File: src/rtl/elevator_request_scheduler.sv
// Upstream request scheduler: latches car/hall calls, runs a SCAN direction FSM
// and presents one registered target floor to the elevator controller.
module elevator_request_scheduler #(
  parameter int         NFLOOR     = 4,
  parameter logic [1:0] FIRE_FLOOR = 2'd0
) (
  input  logic       clk,
  input  logic       reset,
  input  logic       BG,
  input  logic       BF1,
  input  logic       BF2,
  input  logic       BF3,
  input  logic       reqG,
  input  logic       reqF1,
  input  logic       reqF2,
  input  logic       reqF3,
  input  logic [1:0] prox,
  input  logic       door_open,
  input  logic       overload,
  input  logic       firealarm,
  output logic [1:0] target,
  output logic       target_valid,
  output logic       dir_up,
  output logic       dir_down,
  output logic       fire_mode,
  output logic [3:0] pending
);

  typedef enum logic [1:0] {S_IDLE, S_UP, S_DOWN, S_FIRE} state_e;

  state_e     state_q, state_d;
  logic [3:0] pending_q, pending_d;
  logic [3:0] req, serve;
  logic [1:0] target_q, target_d;
  logic       valid_q, valid_d;
  logic       dir_up_q, dir_down_q, fire_q;

  logic       here, above, below, up_hit, dn_hit, go_up;
  logic [1:0] up_tgt, dn_tgt, abv_tgt, blw_tgt, dist_up, dist_dn;

  assign req = {BF3 | reqF3, BF2 | reqF2, BF1 | reqF1, BG | reqG};

  always_comb begin
    serve = '0;
    if (door_open) serve[prox] = 1'b1;
    pending_d = (pending_q | req) & ~serve;
    // Fire recall drops every call, including the ones pressed during it.
    if (firealarm || state_q == S_FIRE) pending_d = '0;
  end

  // Scan the pending bitmap relative to the current car floor.
  always_comb begin
    up_hit  = 1'b0;
    dn_hit  = 1'b0;
    above   = 1'b0;
    below   = 1'b0;
    up_tgt  = prox;
    dn_tgt  = prox;
    abv_tgt = prox;
    blw_tgt = prox;
    for (int i = NFLOOR - 1; i >= 0; i--) begin
      if (pending_q[i] && i >= int'(prox)) begin
        up_hit = 1'b1;
        up_tgt = 2'(i);
      end
      if (pending_q[i] && i > int'(prox)) begin
        above   = 1'b1;
        abv_tgt = 2'(i);
      end
    end
    for (int i = 0; i < NFLOOR; i++) begin
      if (pending_q[i] && i <= int'(prox)) begin
        dn_hit = 1'b1;
        dn_tgt = 2'(i);
      end
      if (pending_q[i] && i < int'(prox)) begin
        below   = 1'b1;
        blw_tgt = 2'(i);
      end
    end
    here    = pending_q[prox];
    dist_up = abv_tgt - prox;
    dist_dn = prox - blw_tgt;
    go_up   = above && (!below || dist_up <= dist_dn);
  end

  always_comb begin
    state_d  = state_q;
    target_d = target_q;
    valid_d  = 1'b0;
    if (firealarm) begin
      state_d  = S_FIRE;
      target_d = FIRE_FLOOR;
      valid_d  = 1'b1;
    end else if (overload) begin
      state_d = state_q;
    end else begin
      unique case (state_q)
        S_FIRE: state_d = S_IDLE;
        S_IDLE: begin
          if (here) begin
            target_d = prox;
            valid_d  = 1'b1;
          end else if (go_up) begin
            state_d  = S_UP;
            target_d = abv_tgt;
            valid_d  = 1'b1;
          end else if (below) begin
            state_d  = S_DOWN;
            target_d = blw_tgt;
            valid_d  = 1'b1;
          end
        end
        S_UP: begin
          if (up_hit) begin
            target_d = up_tgt;
            valid_d  = 1'b1;
          end else if (below) begin
            state_d  = S_DOWN;
            target_d = dn_tgt;
            valid_d  = 1'b1;
          end else begin
            state_d = S_IDLE;
          end
        end
        S_DOWN: begin
          if (dn_hit) begin
            target_d = dn_tgt;
            valid_d  = 1'b1;
          end else if (above) begin
            state_d  = S_UP;
            target_d = up_tgt;
            valid_d  = 1'b1;
          end else begin
            state_d = S_IDLE;
          end
        end
        default: state_d = S_IDLE;
      endcase
    end
  end

  always_ff @(posedge clk) begin
    if (reset) begin
      state_q    <= S_IDLE;
      pending_q  <= '0;
      target_q   <= '0;
      valid_q    <= 1'b0;
      dir_up_q   <= 1'b0;
      dir_down_q <= 1'b0;
      fire_q     <= 1'b0;
    end else begin
      state_q    <= state_d;
      pending_q  <= pending_d;
      target_q   <= target_d;
      valid_q    <= valid_d;
      dir_up_q   <= (state_d == S_UP);
      dir_down_q <= (state_d == S_DOWN);
      fire_q     <= (state_d == S_FIRE);
    end
  end

  assign pending      = pending_q;
  assign target       = target_q;
  assign target_valid = valid_q;
  assign dir_up       = dir_up_q;
  assign dir_down     = dir_down_q;
  assign fire_mode    = fire_q;

endmodule

File: config.mk
export PLATFORM = sky130hd
export DESIGN_NAME = elevator_request_scheduler
export DESIGN_NICKNAME = d
export VERILOG_FILES = /design/src/rtl/elevator_request_scheduler.sv
export SDC_FILE = /design/constraint.sdc
export NUM_CORES = 1
export LEC_CHECK = 0
export ABC_AREA = 1
export BUFFER_PORTS_ARGS = -buffer_cell sky130_fd_sc_hd__buf_2
export CORE_MARGIN = 2
export CORE_UTILIZATION = 45
export DETAILED_ROUTE_END_ITERATION = 16
export GPL_TIMING_DRIVEN = 0
export PLACE_DENSITY = 0.68
export SLEW_MARGIN = 20
export SYNTH_ARGS = -nofsm -noshare
export SYNTH_HDL_FRONTEND = slang
export SYNTH_SLANG_ARGS = --single-unit
export TNS_END_PERCENT = 5
File: constraint.sdc
create_clock -name clk -period 2.9 [get_ports clk]
set_input_delay 0.58 -clock clk [delete_from_list [all_inputs] [get_ports clk]]
set_output_delay 0.58 -clock clk [all_outputs]
set_load 0.01 [all_outputs]
# Yosys cells after proc, flatten, opt, wreduce, memory -nomap -nowiden
# Cells that the tools add are included.
[classes]
n_addsub = 2
magnitude_cmp = 15
eq_ne = 9
mux = 60
n_bitwise = 8
reduce_logical = 22
[op_table]
columns = ["op", "count"]
rows = [
  ["$mux 2", 29],
  ["$mux 1", 25],
  ["$logic_and 1x1->1", 14],
  ["$eq 2x2->1 const B", 4],
  ["$pmux 2 s4", 1],
  ["$ne 3x3->1 const B", 2],
  ["$pmux 2 s3", 1],
  ["$reduce_and 5->1", 1],
  ["$and 4x4->4", 1],
  ["$eq 2x1->1 const B", 2],
  ["$ge 1x2->1 const A", 2],
  ["$gt 2x2->1 const A", 2],
  ["$le 2x2->1 const A", 2],
  ["$lt 1x2->1 const A", 2],
  ["$mux 4", 1],
  ["$ne 4x4->1 const B", 1],
  ["$not 4->4", 1],
  ["$or 1x1->1", 4],
  ["$or 4x4->4", 1],
  ["$reduce_or 2->1", 2],
  ["$sub 2x2->2", 2],
  ["$lt 2x3->1 const B", 1],
  ["$pmux 1 s3", 1],
  ["$reduce_bool 3->1", 1],
  ["other kinds (12)", 13],
]
[totals]
ff_bits = 12
in_bits = 15
out_inout_bits = 10
wordCells = 123

# Logic depth before layout (Yosys ltp)
[logic_depth]
depth_word = 15
mapped_depth = 22

# Least setup slack after synthesis
# OpenSTA, ideal clock, no wires.
[synth_timing]
path_kind = "input port to flip-flop"
startpoint = "in prox[0]"
endpoint = "reg target_q[0] (netlist: target[0])"
arrival_time_ps = 2497
t_required_ps = 2830
setup_slack_ps = 334
cell_stages = 18
path_cell_list = "buf_6 nor2_2 nand2_1 nand2_1 inv_1 ha_1 xnor2_1 inv_1 ha_1 a21oi_1 nor2_1 nand2_2 nand2_1 nand2_1 nand3_2 nor2_1 nand2_1 a21oi_1"
[synth_via]
elab_chain_len = 12
word_cells_on_any_way = 70
[synth_lines]
columns = ["element", "line_no", "source"]
rows = [
  ["start, declared", "17", "input logic [1:0] prox,"],
  ["$gt 2x2->1 / $lt 1x2->1 (equally long branches)", "66, 76", ""],
  ["$logic_and 1x1->1 (on tied branches)", "66, 76", ""],
  ["$mux 2 (on tied branches) (3 in a row)", "66, 76", ""],
  ["$sub 2x2->2 (on tied branches)", "82, 83", ""],
  ["$le 2x2->1", "84", "go_up = above && (!below || dist_up <= dist_dn);"],
  ["$logic_or 1x1->1", "84", ""],
  ["$logic_and 1x1->1", "84", ""],
  ["$mux 2", "104", "end else if (go_up) begin"],
  ["$mux 2", "101", "if (here) begin"],
  ["$pmux 2 s3", "98", "unique case (state_q)"],
  ["end signal, assigned", "155", "target_q <= target_d;"],
  ["end, declared", "34", "logic [1:0] target_q, target_d;"],
]
# Parallel ways exist; a longest one is shown, timed or not. The select of a mux whose other input is x is not followed.
# A chain may end at the register's enable or synchronous reset.

# Final worst setup path
# Ends and elaborated chain as after synthesis.

==> impl_metrics.json <==
{
  "total_power_uw": 520,
  "ys_top_cells_by_count": "nand2_1 (46), inv_1 (24), nor2_1 (17), nand3_1 (14), dfxtp_1 (12)",
  "place.gp.congestion": 0.899,
  "grt_pass1_vias": 1154,
  "hold_class": "flop to flop",
  "clk-insertion-delay-late_ps": 270,
  "yosysMostFrequentCell": "nand2_1",
  "synth_seq_cells": 12,
  "postSynthNetCount": 199,
  "clkPwrFrac": 0.248,
  "netlist_area_mm2": 0.00111,
  "synthMuxAreaShare": 0,
  "synth_top_family_by_area": "simple AND/OR/NAND/NOR gates",
  "intPower_uw": 332,
  "rsz0062_at_grt": "false",
  "syn_area_per_cell_um2": 6.30,
  "clk_pin_slew_worst_paths_ps": 70,
  "grt_use_total": 0.219,
  "root_buffer": "clkbuf_4",
  "synthDistinctLibCells": 28,
  "core_mm2": 0.00228,
  "slew_viol_final": 0,
  "pwr-share-seq": 0.358,
  "fin_skew_ps": 2.23,
  "ir_worst_vdd_v": 0.000322,
  "end_kind": "flop",
  "ys_dominant_reg_cell": "dfxtp_1",
  "seq_area_frac_synth": 0.217,
  "slew_headroom": 0.774,
  "leakagePower_nw": 0.726,
  "clk_path_buf_depth": 2,
  "status": "complete, no violations",
  "dp_hpwl_mm": 2.19,
  "rows": 17,
  "die_area_mm2": 0.00288,
  "synth_compound_area_frac": 0.122,
  "path_max_fanout": 10,
  "nNetsFinal": 228,
  "vias": 1227,
  "synth_edf_count": 0,
  "final_area_mm2": 0.00131,
  "arrival_ps": 2860,
  "initial_core_util": 0.487,
  "path_class": "primary input to flop",
  "dr.first_iter.drc_count": 22,
  "port_buffers": 24,
  "hold_viol_final": 0,
  "p_sw_frac": 0.362,
  "die_h_um": 53.6,
  "yosys_warnings": 0,
  "drive_above_1_share": 0.250,
  "synth_simple_gate_area_frac": 0.439,
  "p_per_area_mw_per_mm2": 397,
  "p_sw_uw": 188,
  "worstMarginPinSlew_ps": 335,
  "wirelength_mm": 2.67,
  "maxCapViolCount": 0,
  "drc": 0,
  "grt_start_max_net_pins": 11,
  "synthAdderAreaFrac": 0.0903,
  "fp.dieW_um": 53.6,
  "viasPerCell": 5.29,
  "gr-total-overflow": 0,
  "power_frac_comb": 0.394,
  "n_antenna_cell": 0,
  "grt_pass1_wl_mm": 4.64,
  "post-synth-top-area-cell": "dfxtp_1",
  "worstPathRequired_ps": 3100,
  "grt_antenna_before_repair": 0,
  "cts_made_buffers": 3,
  "min_period_over_period": 0.918,
  "dr.pass1.iters": 4,
  "io_pins": 25,
  "fin_crit_ps": 2660,
  "ys_top_cells_by_area": "dfxtp_1 (22%), nand2_1 (16%), ha_1 (9.0%)",
  "synth-xor-area-share": 0.0158,
  "clock-sinks": 12,
  "cp-start-kind": "primary input",
  "htreeDepth": 1,
  "max_freq_mhz": 376,
  "finalSetupViolations": 0,
  "syn_to_final_growth_pct": 18.1,
  "ys_async_sr_fraction": 0,
  "cts_tree": "done",
  "synthDominantCellAreaShare": 0.217,
  "dpl-instance-area_mm2": 0.00126,
  "wire_per_inst_um": 11.5,
  "ant_nets": 0,
  "postCtsSetupBuffers": 0,
  "synth_cells": 176
}
cell type report:
type / instances / area, um^2
multi-input cells: 134 / 748
inverters: 26 / 97.6
well taps: 28 / 35.0
flip-flops and latches: 12 / 240
repair buffers: 24 / 120
fillers: 237 / 967
plain buffers: 4 / 31.3
clock buffers: 4 / 36.3
worst max-delay path: stages:
cell,delay [ps]
buf_2,110
buf_6,140
nor2_4,160
nand2_1,120
nand2_1,90
inv_1,60
ha_1,180
xnor2_1,150
inv_1,60
ha_1,300
a21oi_1,150
nor2_1,80
nand2_2,90
nand2_1,90
nand2_1,90
nand3_2,90
nor2_1,120
nand2_1,60
a21oi_1,120
through the flow:
step	instances	utilization	TNS [ps]	hold slack [ps]	setup WS [ps]
final	232	0.575	0	473	238
after global routing	232	0.575	0	485	5.13
after CTS	232	0.571	0	473	165
after detailed placement	228	0.555	-468	461	-102
after global placement	228	0.555	-321	450	-61.8
after floorplan	176	-	0	485	334
power by group through the flow:
| stage | Combinational (mW) | Sequential [mW] | Clock [mW] |
|---|---|---|---|
| finish | 0.205 | 0.186 | 0.129 |
| global placement | 0.198 | 0.189 | 0 |
| CTS | 0.203 | 0.185 | 0.137 |
| detailed placement | 0.202 | 0.189 | 0 |
| floorplan | 0.144 | 0.193 | 0 |
| global route | 0.234 | 0.187 | 0.140 |
state kept, by name, indices dropped and copies added (netlist names):
signal / flops
dir_down: 1
target_valid: 1
state_q: 2
pending: 4
target: 2
fire_mode: 1
dir_up: 1
layout by cell type, fill, tap and decap left out:
cell type / instances
o311ai_0: 1
o21ai_0: 5
o211ai_1: 1
nand2_2: 9
nor3_1: 4
nand3_1: 14
a311oi_1: 3
buf_6: 2
dfxtp_1: 12
inv_2: 2
nand2_1: 46
o21ai_2: 1
a31oi_1: 1
nand3b_1: 1
clkbuf_4: 3
clkbuf_8: 1
nor2_4: 2
buf_2: 25
o221ai_1: 1
nand3_2: 3
ha_1: 8
nor2_1: 17
a211oi_1: 1
xnor2_1: 2
inv_1: 24
or2_2: 1
nand4_1: 3
nand3_4: 1
a21oi_1: 8
clkbuf_1: 1
nor2_2: 1
path summary, 6_finish.rpt:
kind / startpoint / end / slack, ps / cells past startpoint
setup reg to reg: pending[1] / target[0] / 310 / 17
setup / recovery: prox[0] / target[0] / 240 / 19
hold reg to reg: target[0] / target[0] / 470 / 2
hold / removal: target[0] / target[0] / 470 / 2
cell families (layout without fill, tap and decap cells):
group | count (synthesis) | count (layout)
simple gates | 102 | 102
compound gates | 22 | 22
xor+xnor | 2 | 2
fa+ha+maj | 8 | 8
buf+inv | 30 | 58
flops | 12 | 12
layer usage:
layer,global-route usage,vias to the layer above,share of wire
li1,-,628,-
met1,0.260,564,0.47
met2,0.389,29,0.48
met3,0.0222,6,0.033
met4,0.107,0,0.014
met5,0,-,0
what timing repair did:
| action | in CTS | in global routing |
|---|---|---|
| hold buffers | 0 | 0 |
| gates resized for setup | 0 | 3 |
| setup endpoints to repair | 0 | 7 |
Power figures use the tool's default switching activity.
